### src/rtl/mbist_pkg.sv
// Shared types and defaults for the memory BIST scheduler.
package mbist_pkg;

    typedef enum logic [1:0] {
        IDLE,
        LAUNCH,
        WAIT,
        FINISH
    } mbist_sched_state_t;

    localparam int MBIST_NMEM_DEFAULT    = 4;
    localparam int MBIST_TIMEOUT_DEFAULT = 65536;

endpackage

### src/rtl/mbist_next_idx.sv
// Priority encoder: lowest set bit of en strictly above pos (pos = -1 searches from bit 0).
module mbist_next_idx #(
    parameter int NMEM = 4,
    parameter int IW   = 2
) (
    input  logic [NMEM-1:0] en,
    input  logic signed [IW:0] pos,
    output logic [IW-1:0]   nxt,
    output logic            found
);

    always_comb begin
        nxt   = '0;
        found = 1'b0;
        // descending scan so the lowest qualifying index is the one left standing
        for (int i = NMEM - 1; i >= 0; i--) begin
            if (en[i] && (i > int'(pos))) begin
                nxt   = IW'(i);
                found = 1'b1;
            end
        end
    end

endmodule

### src/rtl/mbist_sched.sv
// mbist_sched: runs enabled memory BIST engines one at a time and aggregates pass/fail.
// Optional per-engine watchdog is built when MBIST_SCHED_WATCHDOG_EN is defined.
module mbist_sched
    import mbist_pkg::*;
#(
    parameter int NMEM    = MBIST_NMEM_DEFAULT,
    parameter int TIMEOUT = MBIST_TIMEOUT_DEFAULT
) (
    input  logic            clk,
    input  logic            rst,
    input  logic            start,
    input  logic [NMEM-1:0] mem_en,
    output logic [NMEM-1:0] mem_start,
    input  logic [NMEM-1:0] mem_done,
    input  logic [NMEM-1:0] mem_fail,
    output logic            busy,
    output logic            done,
    output logic [NMEM-1:0] fail_map,
    output logic            fail,
    output logic [NMEM-1:0] timeout_map
);

    localparam int IW = (NMEM > 1) ? $clog2(NMEM) : 1;

    mbist_sched_state_t state, state_d;
    logic [NMEM-1:0]    en_q, en_d;
    logic [IW-1:0]      idx, idx_d;
    logic [NMEM-1:0]    mem_start_d, fail_map_d;
    logic               busy_d, done_d;

    logic [NMEM-1:0]    enc_en;
    logic signed [IW:0] enc_pos;
    logic [IW-1:0]      enc_idx;
    logic               enc_found;
    logic               cur_done, cur_fail, tmo_hit;

    assign cur_done = mem_done[idx];
    assign cur_fail = mem_fail[idx];

    // in IDLE the live mask is searched from the bottom; afterwards the captured mask above idx
    assign enc_en  = (state == IDLE) ? mem_en : en_q;
    assign enc_pos = (state == IDLE) ? {(IW+1){1'b1}} : {1'b0, idx};

    mbist_next_idx #(.NMEM(NMEM), .IW(IW)) u_next (
        .en    (enc_en),
        .pos   (enc_pos),
        .nxt   (enc_idx),
        .found (enc_found)
    );

    always_comb begin
        state_d     = state;
        en_d        = en_q;
        idx_d       = idx;
        mem_start_d = '0;
        fail_map_d  = fail_map;
        case (state)
            IDLE: if (start) begin
                en_d       = mem_en;
                fail_map_d = '0;
                if (enc_found) begin
                    idx_d       = enc_idx;
                    mem_start_d = NMEM'(1) << enc_idx;
                    state_d     = LAUNCH;
                end else begin
                    state_d = FINISH;
                end
            end
            LAUNCH: begin
                state_d = WAIT;
                // the first engine of a run was already pulsed on the accepting edge
                if (mem_start == '0)
                    mem_start_d = NMEM'(1) << idx;
            end
            WAIT: if (cur_done || tmo_hit) begin
                fail_map_d[idx] = cur_done ? cur_fail : 1'b1;
                if (enc_found) begin
                    idx_d   = enc_idx;
                    state_d = LAUNCH;
                end else begin
                    state_d = FINISH;
                end
            end
            FINISH:  state_d = IDLE;
            default: state_d = IDLE;
        endcase
        busy_d = (state_d == LAUNCH) || (state_d == WAIT);
        done_d = (state_d == FINISH);
    end

    always_ff @(posedge clk or negedge rst) begin
        if (!rst) begin
            state     <= IDLE;
            en_q      <= '0;
            idx       <= '0;
            mem_start <= '0;
            fail_map  <= '0;
            fail      <= 1'b0;
            busy      <= 1'b0;
            done      <= 1'b0;
        end else begin
            state     <= state_d;
            en_q      <= en_d;
            idx       <= idx_d;
            mem_start <= mem_start_d;
            fail_map  <= fail_map_d;
            fail      <= |fail_map_d;
            busy      <= busy_d;
            done      <= done_d;
        end
    end

`ifdef MBIST_SCHED_WATCHDOG_EN
    localparam int CW = $clog2(TIMEOUT + 1);
    logic [CW-1:0] wd_cnt;

    // a done arriving on the expiry cycle takes precedence over the timeout
    assign tmo_hit = (state == WAIT) && !cur_done && (wd_cnt == CW'(TIMEOUT));

    always_ff @(posedge clk or negedge rst) begin
        if (!rst) begin
            wd_cnt      <= '0;
            timeout_map <= '0;
        end else begin
            if (state == LAUNCH)
                wd_cnt <= '0;
            else if (state == WAIT)
                wd_cnt <= wd_cnt + 1'b1;
            if (state == IDLE && start)
                timeout_map <= '0;
            else if (tmo_hit)
                timeout_map[idx] <= 1'b1;
        end
    end
`else
    assign tmo_hit     = 1'b0;
    assign timeout_map = '0;
`endif

endmodule

### config.mk
export PLATFORM = sky130hd
export DESIGN_NAME = mbist_sched
export DESIGN_NICKNAME = d
export VERILOG_FILES = /design/src/rtl/mbist_pkg.sv /design/src/rtl/mbist_next_idx.sv /design/src/rtl/mbist_sched.sv
export SDC_FILE = /design/constraint.sdc
export NUM_CORES = 1
export LEC_CHECK = 0
export BUFFER_PORTS_ARGS = -buffer_cell sky130_fd_sc_hd__buf_2
export CORE_MARGIN = 3
export CORE_UTILIZATION = 54
export DETAILED_ROUTE_END_ITERATION = 16
export PLACE_DENSITY = 0.82
export SLEW_MARGIN = 20
export SYNTH_ARGS = -nofsm -noshare
export SYNTH_HDL_FRONTEND = slang
export SYNTH_HIERARCHICAL = 1
export SYNTH_SLANG_ARGS = --single-unit
### constraint.sdc
create_clock -name clk -period 3.55 [get_ports clk]
set_input_delay 0.1775 -clock clk [delete_from_list [all_inputs] [get_ports clk]]
set_output_delay 0.1775 -clock clk [all_outputs]
set_load 0.005 [all_outputs]
* Word-level counts from Yosys, hierarchy flattened
Index checks and enable logic that the tools add are counted.
** Storage, ports and cells
- Register bits after elaboration :: 19
- Output and inout bits :: 15
- Logic and storage cells :: 69
** Cells by class
- Magnitude comparators :: 6
- Eq/ne operators :: 8
- Shift-type cells :: 2
- Mux-type cells :: 33
- Reduce and logical (&&, ||, !) cells :: 12
** Operators with widths (count)
- $mux 4 :: 6
- $mux 2 :: 10
- $pmux 4 s2 :: 2
- $eq 2x2->1 const B :: 4
- $mux 1 :: 8
- $pmux 2 s4 :: 1
- $shl 1x2->4 const A :: 2
- $gt 3x3->1 const A :: 2
- $logic_and 1x1->1 :: 5
- $bmux 1 s2 :: 2
- $bwmux 4 :: 1
- $eq 2x1->1 const B :: 2
- $logic_not 4->1 :: 1
- $ne 2x2->1 const B :: 2
- $pmux 2 s2 :: 1
- $reduce_or 4->1 :: 1
- $gt 1x3->1 const A :: 1
- $gt 2x3->1 const A :: 1
- $lt 2x3->1 const B :: 1
- $mux 3 :: 1
- $reduce_and 3->1 :: 1
- $demux 1 s2 :: 1
- $ge 2x1->1 const B :: 1
- $logic_not 2->1 :: 1
- 3 further kinds :: 3

* Logic depth before layout (Yosys ltp)
- Depth in word-level cells :: 13
- Gate-level depth with buffers :: 10
- Depth with buffers taken out :: 9

* By module
Netlist, hierarchy kept.
** Modules (own cells, without submodules)
- mbist_sched :: instances 1, cells an instance 87, area each 974.7 um2, sequential area each 475.5 um2
- mbist_next_idx :: instances 1, cells an instance 15, area each 97.6 um2, sequential area each 0.0 um2

* Worst setup path after synthesis
Ideal clock, no wire load.
- Path type :: register to register
- Start :: register state[1]
- End :: register busy
- Arrival time :: 2258 ps
- Data required time :: 3424 ps
- Slack :: 1166 ps
- Cell stages (with the launch flop) :: 10
- Buffers on the path :: 1
- Clock period less this slack :: 2384 ps
- Path through :: dfrtp_1 buf_2 nor2_2 mux2_2 nor2b_1 o32ai_2 nand2b_1 a21o_2 a21oi_1 ha_1
** Between the ends
- Longest elaborated chain between the ends :: 13
- Elaborated cells on any way between the ends :: 25
** Ends and longest elaborated chain
- start: declaration :: line mbist_sched.sv:25 : mbist_sched_state_t state, state_d;
- start signal: assignment :: line mbist_sched.sv:102 : state <= state_d;
- $logic_not 2->1 * :: line mbist_sched.sv:42 : assign enc_pos = (state == IDLE) ? {(IW+1){1'b1}} : {1'b0, idx};
- $mux 3 * :: line mbist_sched.sv:42
- named net enc_pos[2] :: line mbist_sched.sv:32 : logic signed [IW:0] enc_pos;
- $gt 3x3->1 :: line mbist_next_idx.sv:17 : if (en[i] && (i > int'(pos))) begin
- $logic_and 1x1->1 :: line mbist_next_idx.sv:17
- $mux 1 (3 in series) :: line mbist_next_idx.sv:17
- $mux 1 * :: line mbist_next_idx.sv:17
- named net enc_found :: line mbist_sched.sv:34 : logic enc_found;
- $mux 2 * :: line mbist_sched.sv:61, mbist_sched.sv:77
- $mux 2, on equally long branches :: line mbist_sched.sv:75, mbist_sched.sv:58
- $pmux 2 s4 * :: line mbist_sched.sv:57 : case (state)
- named net state_d[1] :: line mbist_sched.sv:25
- $eq 2x1->1 / $eq 2x2->1 (equally long branches) :: line mbist_sched.sv:87 : busy_d = (state_d == LAUNCH) || (state_d == WAIT);
- $logic_or 1x1->1 * :: line mbist_sched.sv:87
- named net busy_d :: line mbist_sched.sv:29 : logic busy_d, done_d;
- end signal: assignment :: line mbist_sched.sv:108 : busy <= busy_d;
- end: declaration :: line mbist_sched.sv:16 : output logic busy,
Mark *: on every way through the listed nets, which the timed path passes. The rest lies on a longest branch.
A chain may end at the register's enable or synchronous reset.

* Final worst setup path
Same ends and word-level chain as after synthesis.

==> flow_metrics.env <==
export IMPL_cp_arrival_ns=2.99
export IMPL_ys_top_cells_by_count="dfrtp_1 (19), mux2_2 (8), nand2_1 (8), nand3_1 (5)"
export IMPL_die_w_um=50.6
export IMPL_min_path_cells=2
export IMPL_grt_pass1_vias=863
export IMPL_hp_class="input pin to flop"
export IMPL_grt_overflow=0
export IMPL_power_uw=1090
export IMPL_cts_buffer_depth=2
export IMPL_grt_setup_unrepaired="false"
export IMPL_fin_area_um2=1210
export IMPL_syn_area_per_cell_um2=10.5
export IMPL_start_util_pct=59.5
export IMPL_syn2layout_area_growth_pct=13.1
export IMPL_clock_latency_ns=0.30
export IMPL_finalClockSkew_ns=0.00421
export IMPL_peakVddDrop_v=0.000493
export IMPL_critical_path_class="flop to flop"
export IMPL_synth_cell_area_um2=1070
export IMPL_critPathLaunchType="flop"
export IMPL_slew_headroom_pct=64.4
export IMPL_grt_max_degree=20
export IMPL_yosysTopAreaCellShare_pct=44.3
export IMPL_gp_congestion=0.739
export IMPL_fmax_mhz=359
export IMPL_synth_area_leaders="dfrtp_1 (44%), mux2_2 (8.4%), buf_4 (2.8%), nand2_1 (2.8%), nand3b_1 (2.8%)"
export IMPL_via_count=811
export IMPL_grt_usage_pct=18.8
export IMPL_cts_tree="done"
export IMPL_hold_viol=0
export IMPL_first_pass_iters=4
export IMPL_period_minus_slack_ns=2.78
export IMPL_met3_usage_pct=3.86
export IMPL_cts_buffers=3
export IMPL_h_tree_depth=1
export IMPL_hold_path_endpoint="en_q[0]"
export IMPL_hp_start="mem_en[0]"
export IMPL_yosys_warnings=6
export IMPL_syn_inst=102
export IMPL_fin_setup_tns_ns=0
export IMPL_clock_sinks=19
export IMPL_place_hpwl_mm=1.59
export IMPL_placed_cells=145
export IMPL_nNetsFinal=142
export IMPL_ant_nets=0
export IMPL_antenna_found_initial=0
export IMPL_cts_root_buffer="clkbuf_4"
export IMPL_grt_pass1_wl_mm=3.69
export IMPL_fp_dieH_um=50.6
export IMPL_async_reset_ff_share_pct=100
export IMPL_power_density_nw_per_um2=898
export IMPL_use_met1_pct=24.7
export IMPL_synth_edf_count=0
export IMPL_timing_final_crit_share_pct=78.4
export IMPL_clkSlewWorstSetupHoldPaths_ns=0.11
export IMPL_grt_util_met2_pct=30.7
export IMPL_rr_startpoint="state[1]"
export IMPL_yosys_area_top_type="dfrtp_1"
export IMPL_rows=15
export IMPL_grt_busiest_layer="met2"
export IMPL_maxCapViolCount=0
export IMPL_crit_fanout=16
export IMPL_critPathRequiredTime_ns=3.75
export IMPL_post_cts_setup_buffers=0
export IMPL_final_max_slew_viol_count=0
export IMPL_viasPerCell=5.41
export IMPL_drive_gt1_share_pct=36.0
export IMPL_r2r_slack_ns=0.77
export IMPL_cp_end_kind="flop"
export IMPL_wl_per_cell_um=13.9
export IMPL_drtIter0Drc=14
export IMPL_fin_cells=150
export IMPL_final_setup_viol_count=0
export IMPL_crit_start="state[1]"
export IMPL_synth_most_common_cell="dfrtp_1"
export IMPL_reg2reg_to="busy"
export IMPL_n_antenna_cell=0
export IMPL_routed_wl_mm=2.09
export IMPL_synth_seq_cells=19
export IMPL_num_io_pins=30
export IMPL_portBuffers=25
export IMPL_drc=0
export IMPL_synth_main_ff_cell="dfrtp_1"
export IMPL_fin_hold_ws_ns=0.116
export IMPL_core_area_um2=1800
export IMPL_yosysUniqueCellTypes=41
export IMPL_place_area_um2=1170
export IMPL_ys_seq_area_share_pct=44.3
export IMPL_dieArea_um2=2560
export IMPL_rr_worst_depth=8
export IMPL_post_cts_resized=0
export IMPL_worstMarginPinSlew_ns=0.535
export IMPL_p_leak_uw=0.000572
export IMPL_outcome="complete, no violations"
-- logic make-up (layout without fill, tap and decap cells) --
family,count (synthesis),in the layout,synth area share (%)
other cells,1,4,0.350
compound gates,22,22,16.2
buf+inv,16,36,8.17
simple gates,32,32,17.2
mux,11,11,12.6
fa+ha+maj,1,1,1.17
flops,19,19,44.3
-- cell usage in the layout (no fill, tap or decap), types with 4 or more instances in the layout --
cell type,count
inv_1,4
nand3b_1,4
nand3_1,5
nor2b_1,4
dfrtp_1,19
conb_1,4
buf_2,25
nand2_1,8
a21oi_1,4
mux2_2,8
-- power breakdown --
part	switching [uW]	internal, uW
combinational	286	281
sequential	101	309
clock	70.8	42.1
-- routing by layer --
| metal | part of all wire, % | up-vias |
|---|---|---|
| li1 | - | 405 |
| met1 | 44 | 381 |
| met2 | 50 | 22 |
| met3 | 4.5 | 3 |
| met4 | 1.3 | 0 |
| met5 | 0 | - |
-- critical path: stages, from the launching register on --
cell and delay (ns):
dfrtp_1 0.59, nor2_2 0.42, mux2_2 0.41, nor2b_1 0.16, o32ai_2 0.25, nand2b_1 0.16, a21o_2 0.21, a21oi_1 0.22
ha_1 0.27
-- state kept, by name, indices dropped and copies added (netlist names) --
signal     flops
fail           1
en_q           4
busy           1
fail_map       4
done           1
idx            2
mem_start      4
state          2
-- final cells by class --
type                       instances  area, um2
inverter                           6       22.5
tap                               25       31.3
multi-input combinational         70        520
clock inverter                     1       5.00
clock buffer                       3       22.5
sequential                        19        475
timing repair buffer              26        135
fill                             150        589
-- per-stage QoR --
step | worst slack (ns) | utilization, %
2_1_floorplan | 1.17 | -
3_3_place_gp | 0.921 | 65.2
3_5_place_dp | 0.759 | 65.2
4_1_cts | 0.751 | 67.3
5_1_grt | 0.539 | 67.3
6_report | 0.766 | 67.3
-- repair_timing --
item / 4_1_cts / 5_1_grt
hold endpoints to repair: 19 / 0
setup endpoints to repair: 0 / 0
hold buffers: 1 / 0
-- worst max-delay path by stage --
stage	end	cells after the start	slack (ns)
2_1_floorplan	busy	9	1.17
3_3_place_gp	busy	8	0.92
3_5_place_dp	busy	8	0.76
4_1_cts	busy	8	0.75
5_1_grt	busy	8	0.54
6_report	busy	8	0.77
(Power assumes the default switching activity.)
